`src/rtl/acc_stack_if.sv`:
```
// acc_stack_if: control-unit side bundle of the accumulator/save-stack unit.
interface acc_stack_if #(parameter int WIDTH = 12);
  logic [2:0] op;
  logic [WIDTH-1:0] ac_in;
  logic c_in;
  logic v_in;
  logic push;
  logic pop;
  logic err_clr;
  logic [WIDTH-1:0] alu_out;
  logic [WIDTH-1:0] bus_out;
  logic zflag;
  logic nflag;
  logic cflag;
  logic vflag;
  logic stack_full;
  logic stack_empty;
  logic stack_err;
  modport master (
    output op, ac_in, c_in, v_in, push, pop, err_clr,
    input alu_out, bus_out, zflag, nflag, cflag, vflag, stack_full, stack_empty, stack_err
  );
  modport slave (
    input op, ac_in, c_in, v_in, push, pop, err_clr,
    output alu_out, bus_out, zflag, nflag, cflag, vflag, stack_full, stack_empty, stack_err
  );
endinterface

```
`src/rtl/acc_stack_unit.sv`:
```
// acc_stack_unit: accumulator with in-place ops, N/Z/C/V flags and a push/pop save stack.
module acc_stack_unit #(
  parameter int WIDTH = 12,
  parameter int DEPTH = 4
) (
  input logic clk,
  input logic reset,
  acc_stack_if.slave io
);
  localparam int SPW = $clog2(DEPTH + 1);
  localparam int AW = (DEPTH > 1) ? $clog2(DEPTH) : 1;
  localparam logic [SPW-1:0] SP_FULL = SPW'(DEPTH);
  localparam logic [WIDTH-1:0] MAX_POS = {1'b0, {(WIDTH-1){1'b1}}};
  localparam logic [WIDTH-1:0] MIN_NEG = {1'b1, {(WIDTH-1){1'b0}}};
  logic [WIDTH-1:0] acc_q, acc_d;
  logic z_q, z_d, n_q, n_d, c_q, c_d, v_q, v_d;
  logic err_q, err_d, full_q, full_d, empty_q, empty_d;
  logic [SPW-1:0] sp_q, sp_d, sp_m1;
  logic [WIDTH-1:0] stack_q [DEPTH];
  logic [WIDTH-1:0] stack_d [DEPTH];
  logic push_ok, pop_ok, err_new;
  assign sp_m1 = sp_q - 1'b1;
  assign push_ok = io.push & ~io.pop & (sp_q != SP_FULL);
  assign pop_ok = io.pop & ~io.push & (sp_q != '0);
  assign err_new = (io.push & io.pop) | (io.push & ~io.pop & (sp_q == SP_FULL)) | (io.pop & ~io.push & (sp_q == '0));
  always_comb begin
    acc_d = acc_q;
    z_d = z_q;
    n_d = n_q;
    c_d = c_q;
    v_d = v_q;
    sp_d = sp_q;
    stack_d = stack_q;
    if (pop_ok) begin
      acc_d = stack_q[sp_m1[AW-1:0]];
      z_d = ~|acc_d;
      n_d = acc_d[WIDTH-1];
      sp_d = sp_m1;
    end else if (!io.pop) begin
      if (push_ok) begin
        stack_d[sp_q[AW-1:0]] = acc_q;
        sp_d = sp_q + 1'b1;
      end
      case (io.op)
        3'd1: {acc_d, c_d, v_d} = {io.ac_in, io.c_in, io.v_in};
        3'd2: {acc_d, c_d, v_d} = '0;
        3'd3: {acc_d, c_d, v_d} = {acc_q + 1'b1, &acc_q, acc_q == MAX_POS};
        3'd4: {acc_d, c_d, v_d} = {acc_q - 1'b1, acc_q == '0, acc_q == MIN_NEG};
        3'd5: {acc_d, c_d, v_d} = {acc_q[WIDTH-2:0], 1'b0, acc_q[WIDTH-1], acc_q[WIDTH-1] ^ acc_q[WIDTH-2]};
        3'd6: {acc_d, c_d, v_d} = {1'b0, acc_q[WIDTH-1:1], acc_q[0], 1'b0};
        3'd7: {acc_d, c_d, v_d} = {acc_q[WIDTH-1], acc_q[WIDTH-1:1], acc_q[0], 1'b0};
        default: ;
      endcase
      if (io.op != 3'd0) begin
        z_d = ~|acc_d;
        n_d = acc_d[WIDTH-1];
      end
    end
    err_d = err_new | (err_q & ~io.err_clr);
    full_d = sp_d == SP_FULL;
    empty_d = sp_d == '0;
  end
  always_ff @(posedge clk) begin
    if (reset) begin
      acc_q <= '0;
      {z_q, n_q, c_q, v_q} <= '0;
      sp_q <= '0;
      err_q <= 1'b0;
      full_q <= 1'b0;
      empty_q <= 1'b1;
    end else begin
      acc_q <= acc_d;
      {z_q, n_q, c_q, v_q} <= {z_d, n_d, c_d, v_d};
      sp_q <= sp_d;
      err_q <= err_d;
      full_q <= full_d;
      empty_q <= empty_d;
    end
  end
  // Stack contents are don't-care after reset, so the array needs no reset.
  always_ff @(posedge clk) stack_q <= stack_d;
  assign io.alu_out = acc_q;
  assign io.bus_out = acc_q;
  assign io.zflag = z_q;
  assign io.nflag = n_q;
  assign io.cflag = c_q;
  assign io.vflag = v_q;
  assign io.stack_full = full_q;
  assign io.stack_empty = empty_q;
  assign io.stack_err = err_q;
endmodule

```
`src/flat_wrapper.sv`:
```
// flat-port wrapper written by rule: the top's interface ports become plain ports
module acc_stack_unit_flat 
#(
  parameter int WIDTH = 12,
  parameter int DEPTH = 4
)
  (clk, reset, io_op, io_ac_in, io_c_in, io_v_in, io_push, io_pop, io_err_clr, io_alu_out, io_bus_out, io_zflag, io_nflag, io_cflag, io_vflag, io_stack_full, io_stack_empty, io_stack_err);
  acc_stack_if #(.WIDTH(WIDTH)) io_i ();
  input logic clk;
  input logic reset;
  input wire logic [$bits(io_i.op)-1:0] io_op;
  input wire logic [$bits(io_i.ac_in)-1:0] io_ac_in;
  input wire logic [$bits(io_i.c_in)-1:0] io_c_in;
  input wire logic [$bits(io_i.v_in)-1:0] io_v_in;
  input wire logic [$bits(io_i.push)-1:0] io_push;
  input wire logic [$bits(io_i.pop)-1:0] io_pop;
  input wire logic [$bits(io_i.err_clr)-1:0] io_err_clr;
  output wire logic [$bits(io_i.alu_out)-1:0] io_alu_out;
  output wire logic [$bits(io_i.bus_out)-1:0] io_bus_out;
  output wire logic [$bits(io_i.zflag)-1:0] io_zflag;
  output wire logic [$bits(io_i.nflag)-1:0] io_nflag;
  output wire logic [$bits(io_i.cflag)-1:0] io_cflag;
  output wire logic [$bits(io_i.vflag)-1:0] io_vflag;
  output wire logic [$bits(io_i.stack_full)-1:0] io_stack_full;
  output wire logic [$bits(io_i.stack_empty)-1:0] io_stack_empty;
  output wire logic [$bits(io_i.stack_err)-1:0] io_stack_err;
  assign io_i.op = io_op;
  assign io_i.ac_in = io_ac_in;
  assign io_i.c_in = io_c_in;
  assign io_i.v_in = io_v_in;
  assign io_i.push = io_push;
  assign io_i.pop = io_pop;
  assign io_i.err_clr = io_err_clr;
  assign io_alu_out = io_i.alu_out;
  assign io_bus_out = io_i.bus_out;
  assign io_zflag = io_i.zflag;
  assign io_nflag = io_i.nflag;
  assign io_cflag = io_i.cflag;
  assign io_vflag = io_i.vflag;
  assign io_stack_full = io_i.stack_full;
  assign io_stack_empty = io_i.stack_empty;
  assign io_stack_err = io_i.stack_err;
  acc_stack_unit #(.WIDTH(WIDTH), .DEPTH(DEPTH)) u_core (.clk(clk), .reset(reset), .io(io_i));
endmodule
```
`config.mk`:
```
export PLATFORM = sky130hd
export DESIGN_NAME = acc_stack_unit_flat
export DESIGN_NICKNAME = d
export VERILOG_FILES = /design/src/rtl/acc_stack_if.sv /design/src/rtl/acc_stack_unit.sv /design/src/flat_wrapper.sv
export SDC_FILE = /design/constraint.sdc
export NUM_CORES = 1
export LEC_CHECK = 0
export CORE_MARGIN = 5
export CORE_UTILIZATION = 50
export CTS_CLUSTER_SIZE = 8
export DETAILED_ROUTE_END_ITERATION = 10
export PLACE_DENSITY = 0.81
export SLEW_MARGIN = 20
export SYNTH_ARGS = -nofsm -noshare
export SYNTH_HDL_FRONTEND = slang
export SYNTH_SLANG_ARGS = --single-unit
```
`constraint.sdc`:
```
create_clock -name clk -period 3.1 [get_ports clk]
set_input_delay 0.775 -clock clk [delete_from_list [all_inputs] [get_ports clk]]
set_output_delay 0.775 -clock clk [all_outputs]
set_load 0.03 [all_outputs]
```
==> results.md, run 1 <==
Outcome:
- The run finished with clean final reports.

STA:
- The count of endpoints failing setup in the final report is 0.
- The worst path needs 2.90 ns of the cycle, external delays included.
- The worst pin sits at a relative slew slack of 47.3%.
- The final worst setup slack is 0.199 ns.
- Setup total negative slack on the finished layout was measured at 0 ns.
- The ratio of final minimum period to clock period is 93.6%.
- Setup repair after global routing could not meet its margin everywhere.
- Clock skew on the completed layout was measured at 0.0115 ns.
- Timing would allow up to 345 MHz.
- The count of endpoints failing hold in the final timing report was 0.
- The worst hold-check slack is 0.482 ns.
- The number of pins exceeding their max-slew limit in the final report is 0.
- The transition at the pin with the smallest max-transition slack is 0.789 ns.

Yosys:
- The commonest cells after synthesis are edfxtp_1, nor2_1, a21oi_1.
- The library cell occupying the most area in the post-synthesis netlist is edfxtp_1.
- The dominant cell by count in the synthesized netlist is edfxtp_1.
- The number of instances in the synthesized netlist is 396.
- The number of enable flip-flop cells after synthesis is 48.
- For this run, asynchronously set or reset flops after synthesis account for 0%.
- In this run the mean area of a mapped cell was 10.5 µm².
- The total of warnings raised by yosys is 0.
- The portion of the post-synthesis area used by sequential elements is 45.1%.
- The synthesis-stage register bit count is 70.
- The most frequently used flop master after synthesis is edfxtp_1.
- The combined area of all synthesized cells is 0.00417 mm².
- After synthesis, the netlist uses 74 different library cells.
- The area share of the leading cell type in the synthesized netlist is 34.6%.
- The synthesized net count is 427.
- By area the synthesized netlist is led by edfxtp_1, dfxtp_1, mux4_2.

Drt:
- For this run, the detailed router's first-pass iteration total came to 5.
- The number of DRC markers in iteration 0 is 258.
- After detailed routing, the average wire length per cell comes to 19.2 µm.
- For this block, the routed nets add up to 10900 µm of wire.
- In this run the remaining antenna-violating nets after routing total 0.
- The routed layout has 3556 vias.
- Using the TritonRoute via totals, the vias-per-cell ratio works out to 6.27.
- The number of remaining DRC errors is 0.

Power:
- The clock power share is 27.5%.
- The total power draw is 2530 µW.
- The proportion of total power due to net switching is 31.1%.
- Sequential cells burn 44.9% of the power.
- The static leakage power is 0.00178 µW.
- The worst ir drop on vdd is 466 µV.
- Combinational logic burns 27.6% of the power.
- The net switching power figure is 786 µW.
- The internal power of the cells totals 1740 µW.
- The power density over the cells is 498 mW/mm².

Floorplan:
- The number of rows created at floorplan is 33.
- From left edge to right edge, the die measures 101 µm.
- The core outline area is 0.00818 mm².
- From bottom edge to top edge, the die measures 101 µm.
- 53 I/O pins were placed.
- The die covers 0.0103 mm².
- The effective utilization at floorplan is 51.0%.

Clock tree:
- The CTS buffer count is 9.
- The clock input transition at the sequential cells of the worst setup and hold paths is 0.08 ns.
- The H-tree depth is 3.
- The post-CTS setup repair buffer count is 0.
- Buffers inserted to repair hold after CTS numbered 0.
- The clock latency at the later pin of the worst-skew pair is 0.35 ns.
- The number of buffers between clock root and the deepest sink is 2.
- The clock tree root driver cell is clkbuf_8.
- TritonCTS built the clock tree.
- The total clock sinks is 70.
- The post-cts gate resize count is 0.

Global routing:
- Entering global routing, the biggest net connects 26 pins.
- The number of global-route vias before repair is 3490.
- For this run, the total global-route usage over all layers was measured as 21.8%.
- The initial antenna violation count is 0.
- The first global-routing pass estimated 17500 µm of wire.
- The leftover overflow at the end of global routing is 0.

Place:
- The routability-driven placement congestion ratio is 0.912.
- The sum of net half-perimeters after detailed placement is 7720 µm.
- Prior to clock tree synthesis, the placed netlist has a worst setup slack of -0.283 ns.
- The number of I/O port buffers is 52.

Finish:
- The net count reported at finish is 488.
- The fraction of layout cells with a size suffix above 1 is 18.8%.
- The number of inserted diodes is 0.
- The layout overhead on the synthesized area is 21.7%.
- The total of fill cells in the finished design is 659.

Worst setup path:
- The type of destination of the critical path is a register.
- The setup path with the least slack is of type in -> reg.
- Along the worst path, the maximum fanout reaches 9.
- STA puts the critical path data required time at 3.33 ns.
- STA classifies the critical path startpoint as an input port.
- Data on the critical path arrives at its endpoint at 3.13 ns.

Hold path:
- The min-delay analysis places its worst path in the category reg -> reg.

Job:
- The tool flagged a number of max-cap violations equal to 0.
==> power by group through the flow <==
stage | Combinational (µW) | Sequential (µW) | Clock (µW)
after global placement | 669 | 1150 | 0
after CTS | 690 | 1130 | 704
after global routing | 751 | 1140 | 745
after floorplan | 438 | 1160 | 0
final | 698 | 1130 | 695
after detailed placement | 685 | 1150 | 0
==> state kept, by name, indices dropped and copies added, names as in the netlist <==
register / cells
u_core.io.cflag: 1
u_core.sp_q: 3
u_core.io.zflag: 1
u_core.io.stack_err: 1
u_core.io.alu_out: 12
u_core.io.stack_full: 1
u_core.io.vflag: 1
u_core.io.nflag: 1
u_core.stack_q: 48
u_core.io.stack_empty: 1
==> worst max-delay path, cell delays in order <==
cell and delay [ns]:
clkdlybuf4s50_1 0.46, nor3b_4 0.24, xnor2_1 0.15, ha_2 0.30, and2_1 0.22, nand2_1 0.07
a21oi_1 0.22, a221o_1 0.18, a21oi_1 0.12, a2111oi_2 0.40
==> layout by cell type (no fill, tap or decap), types with 7 or more instances in the layout <==
master / Yosys / routed
clkbuf_8: 0 / 9
ha_1: 9 / 8
mux4_2: 12 / 12
nand2_1: 18 / 18
nor4_1: 8 / 7
nor3_1: 13 / 13
nor2_1: 39 / 39
buf_4: 18 / 41
nand3_1: 9 / 9
o21ai_0: 16 / 16
edfxtp_1: 48 / 48
inv_1: 16 / 16
clkdlybuf4s50_1: 0 / 52
dfxtp_1: 22 / 22
a21oi_1: 27 / 27
a22oi_1: 7 / 7
==> stage by stage <==
step	area (µm²)	cells	utilization, %
CTS	5050	567	61.8
detailed placement	4870	551	59.6
floorplan	4170	396	-
global placement	4870	551	59.6
global route	5070	567	62.1
finish	5070	567	62.1
==> final cells by class <==
cell class                      count  area [µm²]  area share, %
Clock buffer                       12         135           2.66
Inverter                           17        63.8           1.26
Tap cell                          105         131           2.59
Multi-Input combinational cell    266        1980           39.1
Timing Repair Buffer               93         828           16.3
Clock inverter                      4        48.8          0.962
Sequential cell                    70        1880           37.1
==> final timing paths <==
kind / start / endpoint / slack, ns / depth (start not counted)
worst min-delay path: u_core.io.vflag$_SDFFE_PP0P_ / u_core.io.vflag$_SDFFE_PP0P_ / 0.48 / 2
worst min register to register: u_core.io.vflag$_SDFFE_PP0P_ / u_core.io.vflag$_SDFFE_PP0P_ / 0.48 / 2
worst max-delay path: io_op[1] / u_core.io.alu_out[10]$_SDFFE_PP0P_ / 0.20 / 10
worst max register to register: u_core.io.alu_out[2]$_SDFFE_PP0P_ / u_core.io.alu_out[9]$_SDFFE_PP0P_ / 0.45 / 8
==> cell families (layout without fill, tap and decap cells) <==
kind of cell               after synthesis  after routing  share of synthesized area [%]
DFF                                     70             70                           45.1
buffers and inverters                   60            126                           7.80
adders and majority gates                9              9                           2.70
muxes                                   18             18                           7.98
xor gates and xnor gates                 6              6                           1.26
and+or+nand+nor                        128            128                           17.1
AOI/OAI and AO/OA                      105            105                           18.0
==> metal layers <==
metal / part of all wire, % / GRT usage (%) / wire [µm]
met1: 42 / 28.3 / 4560
met2: 50 / 36.2 / 5420
met3: 6.6 / 4.34 / 712
met4: 1.6 / 7.77 / 170
met5: 0 / 0 / 0
(Power assumes the default switching activity.)
==> run 2: changes to the inputs <==
- ABC_CLOCK_PERIOD_IN_PS: not set -> 3100
- SLEW_MARGIN: 20 -> not set
==> results of run 2 <==
Same layout as run 1: the final DEF is identical, and so are final timing and power.
